<file path="src/rtl/srff_pulse_sched.sv">
// Round-robin scheduler that sequences set/clear pulses onto a bank of srff flops and tracks their expected q.
// Optional build macro SRFF_SKIP_REDUNDANT_EN: requests that would not change the shadow complete without a pulse.

module srff_pulse_sched #(
    parameter int NREQ      = 4,
    parameter int NFF       = 6,
    parameter int PULSE_CYC = 2,
    parameter int GAP_CYC   = 1,
    localparam int IDXW     = (NFF > 1) ? $clog2(NFF) : 1
) (
    input  logic                 clk,
    input  logic                 rst_n,
    input  logic [NREQ-1:0]      req,
    input  logic [NREQ-1:0]      req_op,
    input  logic [NREQ*IDXW-1:0] req_idx,
    output logic [NREQ-1:0]      ack,
    output logic                 ack_err,
    output logic [NFF-1:0]       s_out,
    output logic [NFF-1:0]       r_out,
    output logic [NFF-1:0]       shadow_q,
    output logic                 busy
);

    localparam int RRW  = (NREQ > 1) ? $clog2(NREQ) : 1;
    localparam int CNTW = $clog2(PULSE_CYC + GAP_CYC + 2);

    typedef enum logic [2:0] {
        INIT_S   = 3'd0,
        INIT_GAP = 3'd1,
        IDLE     = 3'd2,
        ASSERT   = 3'd3,
        RELEASE  = 3'd4,
        DONE     = 3'd5
    } state_t;

    state_t              state_r, state_s;
    logic [CNTW-1:0]     cnt_r, cnt_s;
    logic [RRW-1:0]      rr_r, rr_s;
    logic [RRW-1:0]      grant_r, grant_s;
    logic                op_r, op_s;
    logic [IDXW-1:0]     idx_r, idx_s;
    logic [NFF-1:0]      shadow_r, shadow_s;
    logic [NFF-1:0]      s_r, s_s;
    logic [NFF-1:0]      r_r, r_s;
    logic [NREQ-1:0]     ack_r, ack_s;
    logic                err_r, err_s;
    logic                busy_r;

    logic [RRW-1:0]      sel_s;
    logic                sel_found_s;
    logic [IDXW-1:0]     sel_idx_s;
    logic                sel_oob_s;

    function automatic logic [RRW-1:0] rr_wrap(input logic [RRW-1:0] base, input int off);
        int sum;
        sum = int'(base) + off;
        rr_wrap = RRW'((sum >= NREQ) ? (sum - NREQ) : sum);
    endfunction

    function automatic logic [NREQ-1:0] req_onehot(input logic [RRW-1:0] g);
        req_onehot    = '0;
        req_onehot[g] = 1'b1;
    endfunction

    function automatic logic [NFF-1:0] line_onehot(input logic [IDXW-1:0] i);
        line_onehot    = '0;
        line_onehot[i] = 1'b1;
    endfunction

    // Round-robin pick: first asserted request at or after the pointer, wrapping.
    always_comb begin
        sel_s       = '0;
        sel_found_s = 1'b0;
        for (int k = 0; k < NREQ; k++) begin
            if (!sel_found_s && req[rr_wrap(rr_r, k)]) begin
                sel_found_s = 1'b1;
                sel_s       = rr_wrap(rr_r, k);
            end else begin
                sel_found_s = sel_found_s;
            end
        end
    end

    assign sel_idx_s = req_idx[int'(sel_s)*IDXW +: IDXW];
    assign sel_oob_s = ({1'b0, sel_idx_s} >= (IDXW+1)'(NFF));

    // Next-state and next-output logic; the line drivers are computed here and registered below.
    always_comb begin
        state_s  = state_r;
        cnt_s    = cnt_r;
        rr_s     = rr_r;
        grant_s  = grant_r;
        op_s     = op_r;
        idx_s    = idx_r;
        shadow_s = shadow_r;
        s_s      = '0;
        r_s      = '0;
        ack_s    = '0;
        err_s    = 1'b0;
        case (state_r)
            INIT_S: begin
                // First cycle after reset is a lead-in with lines low, then PULSE_CYC cycles of s high.
                if (cnt_r == CNTW'(PULSE_CYC)) begin
                    state_s = INIT_GAP;
                    cnt_s   = '0;
                end else begin
                    cnt_s = cnt_r + CNTW'(1);
                    s_s   = '1;
                end
            end
            INIT_GAP: begin
                if (cnt_r == CNTW'(GAP_CYC - 1)) begin
                    state_s = IDLE;
                    cnt_s   = '0;
                end else begin
                    cnt_s = cnt_r + CNTW'(1);
                end
            end
            IDLE: begin
                if (sel_found_s) begin
                    grant_s = sel_s;
                    op_s    = req_op[sel_s];
                    idx_s   = sel_idx_s;
                    cnt_s   = '0;
                    if (sel_oob_s) begin
                        state_s = DONE;
                        ack_s   = req_onehot(sel_s);
                        err_s   = 1'b1;
                    end
`ifdef SRFF_SKIP_REDUNDANT_EN
                    else if (req_op[sel_s] == shadow_r[sel_idx_s]) begin
                        state_s = DONE;
                        ack_s   = req_onehot(sel_s);
                    end
`endif
                    else begin
                        state_s = ASSERT;
                        if (req_op[sel_s]) begin
                            s_s = line_onehot(sel_idx_s);
                        end else begin
                            r_s = line_onehot(sel_idx_s);
                        end
                    end
                end else begin
                    state_s = IDLE;
                end
            end
            ASSERT: begin
                if (cnt_r == CNTW'(PULSE_CYC - 1)) begin
                    state_s = RELEASE;
                    cnt_s   = '0;
                end else begin
                    cnt_s = cnt_r + CNTW'(1);
                    if (op_r) begin
                        s_s = line_onehot(idx_r);
                    end else begin
                        r_s = line_onehot(idx_r);
                    end
                end
            end
            RELEASE: begin
                if (cnt_r == CNTW'(GAP_CYC - 1)) begin
                    state_s         = DONE;
                    cnt_s           = '0;
                    ack_s           = req_onehot(grant_r);
                    shadow_s[idx_r] = op_r;
                end else begin
                    cnt_s = cnt_r + CNTW'(1);
                end
            end
            DONE: begin
                rr_s    = rr_wrap(grant_r, 1);
                state_s = IDLE;
            end
            default: begin
                state_s = INIT_S;
                cnt_s   = '0;
            end
        endcase
    end

    // State, latched transaction and registered outputs.
    always_ff @(posedge clk or negedge rst_n) begin
        if (!rst_n) begin
            state_r  <= INIT_S;
            cnt_r    <= '0;
            rr_r     <= '0;
            grant_r  <= '0;
            op_r     <= 1'b0;
            idx_r    <= '0;
            shadow_r <= '1;
            s_r      <= '0;
            r_r      <= '0;
            ack_r    <= '0;
            err_r    <= 1'b0;
            busy_r   <= 1'b1;
        end else begin
            state_r  <= state_s;
            cnt_r    <= cnt_s;
            rr_r     <= rr_s;
            grant_r  <= grant_s;
            op_r     <= op_s;
            idx_r    <= idx_s;
            shadow_r <= shadow_s;
            s_r      <= s_s;
            r_r      <= r_s;
            ack_r    <= ack_s;
            err_r    <= err_s;
            busy_r   <= (state_s != IDLE);
        end
    end

    assign s_out    = s_r;
    assign r_out    = r_r;
    assign ack      = ack_r;
    assign ack_err  = err_r;
    assign shadow_q = shadow_r;
    assign busy     = busy_r;

endmodule

</file>
<file path="config.mk">
export PLATFORM = sky130hd
export DESIGN_NAME = srff_pulse_sched
export DESIGN_NICKNAME = d
export VERILOG_FILES = /design/src/rtl/srff_pulse_sched.sv
export SDC_FILE = /design/constraint.sdc
export NUM_CORES = 1
export LEC_CHECK = 0
export CORE_MARGIN = 2
export CORE_UTILIZATION = 40
export CTS_BUF_LIST = sky130_fd_sc_hd__clkbuf_2
export DETAILED_ROUTE_END_ITERATION = 7
export DONT_BUFFER_PORTS = 1
export GPL_ROUTABILITY_DRIVEN = 0
export GPL_TIMING_DRIVEN = 0
export HOLD_SLACK_MARGIN = 0.05
export PLACE_DENSITY_LB_ADDON = 0.12
export SKIP_LAST_GASP = 1
export SLEW_MARGIN = 20
export SYNTH_ARGS = -nofsm -noshare
export SYNTH_HDL_FRONTEND = slang
export SYNTH_SLANG_ARGS = --single-unit
</file>
<file path="constraint.sdc">
create_clock -name clk -period 3.9 [get_ports clk]
set_input_delay 0.78 -clock clk [delete_from_list [all_inputs] [get_ports clk]]
set_output_delay 0.78 -clock clk [all_outputs]
set_load 0.02 [all_outputs]
</file>
== Word-level counts from Yosys, hierarchy flattened ==
Index checks and enable logic that the tools add are counted.

* Reductions and logical operators: 16
* Bitwise gates (word level): 1
* Magnitude comparators: 18
* Multipliers: 1
* Shift-type cells: 1
* Add/sub/neg operators: 10
* Eq/ne operators: 9
* Muxes and demuxes: 64

{| class="wikitable"
|+ Operators with widths
! cell !! number
|-
| 6-bit 2-to-1 mux || 11
|-
| 3-bit 2-to-1 mux || 10
|-
| 2-bit by 3-bit < comparator with 1-bit output (second input constant) || 6
|-
| 2-bit 2-to-1 mux || 9
|-
| 3-bit case mux with 6 select lines || 1
|-
| 6-bit case mux with 3 select lines || 1
|-
| 1-bit 2-to-1 mux || 16
|-
| 3-bit >= comparator (second input constant) || 5
|-
| 3-bit case mux with 5 select lines || 1
|-
| 4-bit 2-to-1 mux || 3
|-
| 6-bit case mux with 2 select lines || 1
|-
| 12-bit by 5-bit indexed part select with 3-bit output || 1
|-
| 1-bit binary-select mux with 2-bit select || 5
|-
| 2-bit by 1-bit subtractor with 2-bit output (second input constant) || 5
|-
| 3-bit by 2-bit equality test with 1-bit output (second input constant) || 3
|-
| 3-bit by 4-bit < comparator with 1-bit output (second input constant) || 2
|-
| 4-bit case mux with 2 select lines || 1
|-
| 1-bit logical AND || 7
|-
| 2-bit by 1-bit adder with 3-bit output (second input constant) || 2
|-
| 2-bit by 2-bit adder with 3-bit output (second input constant) || 2
|-
| 6-bit bitwise mux || 1
|-
| 1-bit demux with 3-bit select || 2
|-
| 3-bit by 1-bit equality test with 1-bit output (second input constant) || 2
|-
| 3-bit equality test (second input constant) || 2
|-
| other kinds (13) || 21
|}

* Word-level logic and storage cells: 132
* Input port bits: 22
* Flip-flop bits (word level): 38

== Logic depth before layout (Yosys ltp) ==
* Depth in word-level cells: 24
* Gate-level depth with buffers: 9
* Depth with buffers taken out: 9

== Least setup slack after synthesis ==
Ideal clock, no wire load.

* Path kind: input to register
* Start point: in req[3]
* End point: reg ack_r[2] (netlist: ack[2])
* Setup slack: 1.564 ns
* Path buffers: 0
* Stages: 6
* Arrival time: 2.233 ns
* Cell sequence: inv_1 and3_2 nor3_4 mux2_2 or2_4 o41ai_2

* Word-level cells in the longest chain between the ends: 19

{| class="wikitable"
|+ RTL lines
! what !! line !! RTL
|-
| start: declaration || 13 || <nowiki>input logic [NREQ-1:0] req,</nowiki>
|-
| branches (longest 17 deep; another with 1-bit binary-select mux with 2-bit select) || -- ||
|-
| 4-bit 2-to-1 mux (*) || 120 || <nowiki>if (sel_found_s) begin</nowiki>
|-
| 4-bit case mux with 2 select lines (*) || 100 || <nowiki>case (state_r)</nowiki>
|-
| net ack_s[2] || 45 || <nowiki>logic [NREQ-1:0] ack_r, ack_s;</nowiki>
|-
| end signal: assignment || 207 || <nowiki>ack_r <= ack_s;</nowiki>
|-
| end: declaration || 45 ||
|}

Mark *: on every way through the listed nets, which the timed path passes. The select of a mux whose other input is x is not followed.
A chain may end at the register's enable or synchronous reset.

== Worst setup path after layout ==
* Start point: reg rr_r[1]
* End point: reg ack_r[2] (netlist: ack[2])

* Word-level cells in the longest chain between the ends: 21

{| class="wikitable"
|+ RTL lines
! what !! line !! RTL
|-
| start: declaration || 38 || <nowiki>logic [RRW-1:0] rr_r, rr_s;</nowiki>
|-
| start signal: assignment || 200 || <nowiki>rr_r <= rr_s;</nowiki>
|-
| branches (longest 19 deep; another with 2-bit by 1-bit adder with 3-bit output) || -- ||
|-
| 4-bit 2-to-1 mux (*) || 120 ||
|-
| 4-bit case mux with 2 select lines (*) || 100 ||
|-
| net ack_s[2] || 45 ||
|}

Marked as above.

==> results_dict.tcl <==
set metrics [dict create \
    num_rows 26 \
    numCtsBuffers 5 \
    worst_hold_path_type "in2async" \
    crit_family "simple AND/OR/NAND/NOR gates" \
    cp_data_required_time_ps 4210 \
    p_clk_frac 0.106 \
    grt_use_total 0.164 \
    path_clk_slew_ps 200 \
    synth_area_mm2 0.00211 \
    worstMarginPinSlew_ps 434 \
    r2r_start "rr_r[1]" \
    path_cells "mux2i_1 -> nor2_1 -> nor3_4 -> mux2_2 -> or2_4 -> o41ai_2" \
    power_switching_mw 0.770 \
    cts-resized-gates 0 \
    drtPass1Iterations 4 \
    p_sw_frac 0.455 \
    synth_top_family_by_area "simple AND/OR/NAND/NOR gates" \
    intPower_mw 0.923 \
    cts_root_buf "clkbuf_2" \
    n_fill_cell 513 \
    wire_per_inst_um 16.3 \
    period_minus_slack_ps 2300 \
    timing.hold.ws_ps 172 \
    slew_viol_final 0 \
    grt_pass1_vias 1614 \
    start_kind "register" \
    critPathSlowestCell "dfrtp_1" \
    vias 1580 \
    synthAdderAreaFrac 0.0475 \
    cts.sinks 38 \
    via_per_inst 5.52 \
    die_x_um 76.6 \
    period_share 0.590 \
    cpPeakStageDelay_ps 500 \
    skew_ps 7.74 \
    drc_errors 0 \
    pin_count 46 \
    mostFrequentLayoutCells "31 x dfrtp_1, 22 x nand2_1, 19 x o21ai_0" \
    h-tree-depth 2 \
    maxCapViolations 0 \
    avgSynthCellArea_um2 10.2 \
    synth-xor-area-share 0.00416 \
    cp-startpoint "rr_r[1]" \
    core_area_mm2 0.00511 \
    status "finished, final reports clean" \
    critPathKind "reg2reg" \
    slew_headroom 0.709 \
    cp-end-kind "register" \
    grt_max_degree 32 \
    comb_power_share 0.474 \
    clock.fmax_ghz 0.434 \
    synthesis.nets 237 \
    synth_compound_area_frac 0.156 \
    grt_pass1_wl_mm 7.74 \
    die_h_um 76.6 \
    synth_edf_count 0 \
    cts_tree "done" \
    p_per_area_mw_per_mm2 752 \
    synth_cell_types 48 \
    start_util 0.412 \
    drt_iter0_markers 110 \
    yosys_register_bits 38 \
    seq_power_share 0.420 \
    dp.final_hpwl_mm 3.35 \
    ant_nets 0 \
    leakagePower_nw 0.979 \
    num_antenna_cells 0 \
    setup_viol 0 \
    ys.flop_type "dfrtp_1" \
    numPortBuffers 0 \
    yosysSeqAreaShare 0.456 \
    hold_viol_final 0 \
    nNetsFinal 245 \
    worstPathArrival_ps 2610 \
    clkLatencyLatePin_ps 390 \
    dieArea_mm2 0.00586 \
    ir_worst_vdd_mv 0.241 \
    synth_mux_area_frac 0.108 \
    rsz0062_at_grt "no" \
    cp_max_fo 8 \
    tns_ps 0 \
    syn2layout_area_growth_pct 6.95 \
    yosysWarningCount 0 \
    critical_path_buf_inv_count 0 \
    cts_buffer_depth 2 \
    antenna_found_initial 0 \
    synthArstFlopShare 1.00 \
    final_common_cell "dfrtp_1" \
    drive_gt1_frac 0.181 \
    routed_wl_mm 4.66 \
    synth-simple-area-share 0.185 \
    synth_cells 207 \
    overflow 0 \
]
-- area by class of cell --
class	instances	area [um2]	area share
Inverter	11	41.3	0.0183
Sequential cell	38	960	0.426
Multi-Input combinational cell	149	1050	0.468
Timing Repair Buffer	1	20.0	0.00889
Buffer	9	51.3	0.0228
Clock inverter	2	8.76	0.00389
Tap cell	70	87.6	0.0389
Clock buffer	6	30.0	0.0133
-- cells by family (layout without fill, tap and decap cells) --
logic type | Yosys count | count (layout)
flops | 38 | 38
xor+xnor | 1 | 1
simple gates | 72 | 72
compound gates | 47 | 47
buf+inv | 20 | 29
mux | 21 | 21
fa+ha+maj | 8 | 8
-- sequential cells by signal (all words and copies together) (netlist names) --
register	count
ack	4
shadow_q	6
cnt_r	3
busy	1
state_r	3
op_r	1
ack_err	1
rr_r	2
s_out	6
idx_r	3
r_out	6
grant_r	2
-- power by group through the flow --
stage	Combinational, mW	Sequential, mW	Clock [mW]
finish	0.802	0.711	0.180
CTS	0.804	0.713	0.184
floorplan	0.635	0.695	0
global route	0.906	0.729	0.202
global placement	0.760	0.716	0
detailed placement	0.790	0.724	0
-- cells in the mapped netlist, types with 2 or more instances --
master | n | area, um2
mux2_2 | 9 | 101
nand3b_1 | 2 | 15.0
clkbuf_1 | 6 | 22.5
o21ai_0 | 19 | 95.1
nor2b_1 | 2 | 12.5
a32o_1 | 3 | 30.0
a21o_1 | 2 | 15.0
nor3_1 | 6 | 30.0
ha_1 | 8 | 100
mux2i_1 | 11 | 110
nand2_1 | 22 | 82.6
dfrtp_1 | 31 | 776
or2_2 | 3 | 18.8
o31a_1 | 2 | 17.5
o221ai_1 | 5 | 43.8
nand2b_1 | 8 | 50.1
nand3_1 | 3 | 15.0
inv_1 | 11 | 41.3
nor2_1 | 12 | 45.0
or4_1 | 4 | 30.0
a21oi_1 | 5 | 25.0
dfstp_2 | 7 | 184
-- worst paths after layout --
check	endpoint	slack [ps]	cells after the start
max	ack[2]	1600	6
min	grant_r[1]	170	1
max reg2reg	ack[2]	1600	6
min reg2reg	rr_r[0]	540	2
max in group asynchronous	s_out[4]	3560	1
min in group clk	rr_r[0]	540	2
-- layer usage --
| layer | track usage | up-vias | share of wire |
|---|---|---|---|
| met5 | 0 | - | 0 |
| met4 | 0.0491 | 0 | 0.010 |
| met3 | 0.0545 | 5 | 0.063 |
| met2 | 0.265 | 49 | 0.48 |
| met1 | 0.209 | 774 | 0.45 |
| li1 | - | 752 | - |
-- through the flow --
stage	worst slack [ps]	utilization	power (mW)	area, um2	instances
after CTS	1570	0.441	1.70	2250	286
after floorplan	1560	-	1.33	2110	207
final	1600	0.441	1.69	2250	286
after detailed placement	1360	0.429	1.51	2190	277
after global placement	1400	0.429	1.48	2190	277
after global routing	1470	0.441	1.84	2250	286
-- repair_timing --
action                                  4_1_cts  5_1_grt
endpoints found under the setup margin        0        0
endpoints found under the hold margin        31        0
buffers inserted                              0        0
hold buffers                                  1        0
(Power assumes the default switching activity.)
